===== src/rtl/rotation_pkg.sv =====
// Shared types for the rotation stepper and its consumers (renderer sin/cos lookup).
package rotation_pkg;

  localparam int ROT_ANGLE_W = 8;
  localparam int ROT_STEP_W  = 4;

  typedef logic [ROT_ANGLE_W-1:0] angle_t;

  typedef enum logic {
    IDLE    = 1'b0,
    PRESENT = 1'b1
  } rot_state_e;

endpackage


===== src/rtl/toggle_edge_detect.sv =====
// Turns every edge (rise or fall) of a slow divider output into a one-cycle event pulse.
module toggle_edge_detect (
  input  logic clock,
  input  logic reset,
  input  logic tick,
  output logic ev
);

  logic tick_dly_q;
  logic tick_dly_d;

  always_comb begin
    tick_dly_d = tick;
    ev         = tick ^ tick_dly_q;
  end

  always_ff @(posedge clock) begin
    if (!reset) begin
      tick_dly_q <= 1'b0;
    end else begin
      tick_dly_q <= tick_dly_d;
    end
  end

endmodule


===== src/rtl/rotation_stepper.sv =====
// Converts divider toggles into queued rotation-angle updates presented over valid/ready.
// Optional ROTATION_STEPPER_BOUNCE_EN: saturate and reverse direction instead of wrapping.
module rotation_stepper
  import rotation_pkg::*;
#(
  parameter int ANGLE_W     = ROT_ANGLE_W,
  parameter int STEP_W      = ROT_STEP_W,
  parameter int MAX_PENDING = 3,
  parameter int PEND_W      = 2
) (
  input  logic               clock,
  input  logic               reset,
  input  logic               tick,
  input  logic               enable,
  input  logic               dir,
  input  logic [STEP_W-1:0]  step,
  output logic               angle_valid,
  input  logic               angle_ready,
  output logic [ANGLE_W-1:0] angle,
  output logic               wrap,
  output logic               overrun
);

  logic ev;

  toggle_edge_detect u_edge (
    .clock (clock),
    .reset (reset),
    .tick  (tick),
    .ev    (ev)
  );

  rot_state_e         state_q, state_d;
  logic [ANGLE_W-1:0] angle_q, angle_d;
  logic               valid_q, valid_d;
  logic               wrap_q, wrap_d;
  logic               overrun_q, overrun_d;
  logic [PEND_W-1:0]  pending_q, pending_d;

  logic               start;
  logic               eff_dir;
  logic [ANGLE_W:0]   step_ext;
  logic [ANGLE_W:0]   sum_ext;
  logic               over;
  logic [ANGLE_W-1:0] upd_angle;

`ifdef ROTATION_STEPPER_BOUNCE_EN
  logic bounce_q, bounce_d;
  assign eff_dir = dir ^ bounce_q;
`else
  assign eff_dir = dir;
`endif

  assign start    = (state_q == IDLE) && (pending_q != '0) && enable;
  assign step_ext = {{(ANGLE_W + 1 - STEP_W){1'b0}}, step};

  // Extra top bit of the widened sum is the carry (increment) or borrow (decrement).
  always_comb begin
    if (eff_dir) begin
      sum_ext = {1'b0, angle_q} - step_ext;
    end else begin
      sum_ext = {1'b0, angle_q} + step_ext;
    end
    over      = sum_ext[ANGLE_W];
    upd_angle = sum_ext[ANGLE_W-1:0];
`ifdef ROTATION_STEPPER_BOUNCE_EN
    if (over) begin
      upd_angle = eff_dir ? '0 : '1;
    end
`endif
  end

  always_comb begin
    state_d   = state_q;
    angle_d   = angle_q;
    valid_d   = valid_q;
    wrap_d    = 1'b0;
    pending_d = pending_q;
    overrun_d = overrun_q;
`ifdef ROTATION_STEPPER_BOUNCE_EN
    bounce_d  = bounce_q;
`endif

    case (state_q)
      IDLE: begin
        if (start) begin
          angle_d = upd_angle;
          wrap_d  = over;
          valid_d = 1'b1;
          state_d = PRESENT;
`ifdef ROTATION_STEPPER_BOUNCE_EN
          if (over) begin
            bounce_d = ~bounce_q;
          end
`endif
        end
      end
      PRESENT: begin
        if (angle_ready) begin
          valid_d = 1'b0;
          state_d = IDLE;
        end
      end
      default: begin
        state_d = IDLE;
        valid_d = 1'b0;
      end
    endcase

    // An event arriving alongside a dequeue leaves the count unchanged and is never dropped.
    if (!enable) begin
      pending_d = '0;
    end else if (ev && !start) begin
      if (pending_q < PEND_W'(MAX_PENDING)) begin
        pending_d = pending_q + PEND_W'(1);
      end else begin
        overrun_d = 1'b1;
      end
    end else if (!ev && start) begin
      pending_d = pending_q - PEND_W'(1);
    end
  end

  always_ff @(posedge clock) begin
    if (!reset) begin
      state_q   <= IDLE;
      angle_q   <= '0;
      valid_q   <= 1'b0;
      wrap_q    <= 1'b0;
      overrun_q <= 1'b0;
      pending_q <= '0;
`ifdef ROTATION_STEPPER_BOUNCE_EN
      bounce_q  <= 1'b0;
`endif
    end else begin
      state_q   <= state_d;
      angle_q   <= angle_d;
      valid_q   <= valid_d;
      wrap_q    <= wrap_d;
      overrun_q <= overrun_d;
      pending_q <= pending_d;
`ifdef ROTATION_STEPPER_BOUNCE_EN
      bounce_q  <= bounce_d;
`endif
    end
  end

  assign angle_valid = valid_q;
  assign angle       = angle_q;
  assign wrap        = wrap_q;
  assign overrun     = overrun_q;

endmodule


===== config.mk =====
export PLATFORM = sky130hd
export DESIGN_NAME = rotation_stepper
export DESIGN_NICKNAME = d
export VERILOG_FILES = /design/src/rtl/rotation_pkg.sv /design/src/rtl/toggle_edge_detect.sv /design/src/rtl/rotation_stepper.sv
export SDC_FILE = /design/constraint.sdc
export NUM_CORES = 1
export LEC_CHECK = 0
export CORE_MARGIN = 3
export CORE_UTILIZATION = 35
export CTS_CLUSTER_SIZE = 12
export DETAILED_ROUTE_END_ITERATION = 8
export GPL_ROUTABILITY_DRIVEN = 0
export GPL_TIMING_DRIVEN = 1
export HOLD_SLACK_MARGIN = 0.15
export PLACE_DENSITY = 0.69
export SETUP_SLACK_MARGIN = 0.15
export SKIP_CTS_REPAIR_TIMING = 1
export SLEW_MARGIN = 20
export SYNTH_ARGS = -nofsm -noshare
export SYNTH_HDL_FRONTEND = slang
export SYNTH_HIERARCHICAL = 1
export SYNTH_SLANG_ARGS = --single-unit

===== constraint.sdc =====
create_clock -name clock -period 2.4 [get_ports clock]
set_clock_uncertainty 0.1 [all_clocks]
set_input_delay 0.36 -clock clock [delete_from_list [all_inputs] [get_ports clock]]
set_output_delay 0.36 -clock clock [all_outputs]
set_load 0.02 [all_outputs]

==> results.cfg <==
[global_route]
grt-busiest-layer = met2
antenna_found_initial = 0
gr-usage-all-layers = 0.167
grt.met2_usage = 0.298
use_met1 = 0.187
grt_pass1_vias = 1082
grt_max_degree = 15
grt_pass1_wl_um = 4620
grt-ovfl-total = 0
use_met3 = 0.0482

[floorplanning]
io_pins = 21
fp.dieH_um = 61.3
fp.dieW_um = 61.3
placementRows = 19
core_area_mm2 = 0.00283
die-area_mm2 = 0.00376
start_util = 0.378

[placement]
placed_cells = 198
io_buffers = 20
post-dp-hpwl_um = 2140
placed_area_mm2 = 0.00145

[timing]
setup_viol = 0
slew_headroom = 0.723
grt_setup_unrepaired = no
worst_pin_slew_ps = 416
hold_viol = 0
timing.fmax_ghz = 0.467
report.final.slew_viol_count = 0
post-route-period-util = 0.892
period_needed_ps = 2140

[layout]
layout_common_cells = buf_4 (24), dfxtp_1 (15), clkdlybuf4s50_1 (15)
final_common_cell = buf_4
drive_gt1_frac = 0.241
final_area_mm2 = 0.00153
fin_nets = 196
num-fill-cells = 249
final_cell_count_no_fill = 205
area_growth_pct = 43.0
n_antenna_cell = 0
final_util = 0.541

[yosys]
syn_nets = 150
netlist_area_mm2 = 0.00107
yosysWarnings = 6
ys_types = 42
ys_seq_area_frac = 0.281
syn_inst = 129
ys_ff_latch = 15
avgSynthCellArea_um2 = 8.29

[clocking]
cts_tree = built
clkTransAtPathRegs_ps = 100
clkSinkCount = 15
cts_root_buf = clkbuf_4
numCtsBuffers = 3
htree_levels = 1
cts_buffer_depth = 2
clkLatencyLatePin_ps = 290

[power]
p_clk_frac = 0.245
p_comb_frac = 0.332
p_int_w = 0.000431
p_seq_frac = 0.423
cellPowerDensity_mw_per_mm2 = 411
power.switching_w = 0.000197
p_leak_nw = 0.678
irDropWorstVdd_uv = 307
swShare = 0.314

[worst_setup_path]
crit_arrival_ps = 2280
critPathRequiredTime_ps = 2540
path_buf_inv = 2
max_stage_delay_ps = 520
worstSetupEndpointType = flip-flop
path_cells = clkbuf_2 > inv_1 > ha_1 > a21o_1 > ha_1 > or4_4 > or4_4 > nand3_1
cp-start-kind = input pin
worstPathMaxFanout = 3
crit_family = simple AND/OR/NAND/NOR gates
path_class = in -> reg
slowest_stage = or4_4

[detailed_routing]
vias = 1139
dr.pass1.iters = 5
drcViolationCount = 0
ant_nets = 0
routed_wl_um = 2850
avgViaCountPerCell = 5.56
drtIter0Drc = 40
wl_per_cell_um = 13.9

[flow_run]
drv_cap = 0

[run_status]
status = finished, final reports clean

[hold_path]
min_path_type = reg -> reg
-- tightest hold or removal path, stage by stage (launching register included) --
cell and delay (ps):
dfxtp_1 320, nand2_1 50, a21oi_1 50
-- stage by stage --
step | power, W | setup WS (ps) | setup TNS, ps | hold slack [ps]
CTS | 0.000628 | -129 | -403 | 378
detailed placement | 0.000468 | -425 | -2420 | 362
global placement | 0.000463 | -414 | -2180 | 352
finish | 0.000629 | 259 | 0 | 368
global route | 0.000670 | 157 | 0 | 399
floorplan | 0.000380 | 156 | 0 | 386
-- power by group through the flow --
| stage | clock network, W | logic (W) | registers (W) |
|---|---|---|---|
| 2_1_floorplan | 0 | 0.000101 | 0.000278 |
| 3_3_place_gp | 0 | 0.000192 | 0.000271 |
| 3_5_place_dp | 0 | 0.000196 | 0.000272 |
| 4_1_cts | 0.000164 | 0.000198 | 0.000266 |
| 5_1_grt | 0.000173 | 0.000229 | 0.000268 |
| 6_report | 0.000154 | 0.000209 | 0.000266 |
-- kinds of logic after synthesis --
logic type	count (synthesis)	synth area share
buf+inv	10	0.0363
mux	3	0.0292
simple gates	50	0.251
compound gates	36	0.234
flops	15	0.281
fa+ha+maj	11	0.136
xor+xnor	4	0.0328
-- final timing paths --
kind	slack, ps	cells past startpoint	endpoint	startpoint
hold reg to reg	370	2	angle_valid$_SDFFE_PN0P_	angle_valid$_SDFFE_PN0P_
hold / removal	370	2	angle_valid$_SDFFE_PN0P_	angle_valid$_SDFFE_PN0P_
setup reg to reg	510	7	angle[6]$_SDFFE_PN0P_	angle[0]$_SDFFE_PN0P_
setup / recovery	260	8	angle[7]$_SDFFE_PN0P_	step[0]
-- final cells by class --
type | instances | area (um^2) | share of cell area
Tap cell | 31 | 38.8 | 0.0253
Inverter | 7 | 26.3 | 0.0172
Timing Repair Buffer | 44 | 378 | 0.247
Multi-Input combinational cell | 104 | 761 | 0.497
Sequential cell | 15 | 300 | 0.196
Clock buffer | 4 | 26.3 | 0.0172
-- routing by layer --
| metal | vias up | share of wire |
|---|---|---|
| li1 | 566 | - |
| met1 | 518 | 0.42 |
| met2 | 51 | 0.51 |
| met3 | 4 | 0.066 |
| met4 | 0 | 0.0088 |
| met5 | - | 0 |
-- Yosys cell counts, drive strengths merged --
master,instances,area (um^2)
dfxtp,15,300
nor2,14,52.6
ha,10,125
nand2,8,30.0
a21oi,7,35.0
inv,7,26.3
nand3b,5,37.5
nor3,5,25.0
o21ai,5,25.0
nand2b,4,32.5
o21a,4,31.3
a211oi,3,22.5
and2,3,20.0
nand3,3,15.0
o2111ai,3,26.3
or4,3,22.5
xnor2,3,26.3
a21o,2,15.0
a31oi,2,12.5
clkbuf,2,7.51
mux2i,2,20.0
nor2b,2,12.5
o211ai,2,15.0
o311ai,2,17.5
or2,2,15.0
a211o,1,8.76
a32oi,1,8.76
a41oi,1,8.76
buf,1,5.00
fa,1,20.0
mux2,1,11.3
o22ai,1,6.26
o31a,1,8.76
o41ai,1,8.76
or3,1,6.26
xor2,1,8.76
-- sequential cells by signal (all words and copies together), names as in the netlist --
signal / cells
overrun: 1
state_q: 1
angle: 8
angle_valid: 1
wrap: 1
u_edge/tick_dly_q: 1
pending_q: 2
(Power assumes the default switching activity.)
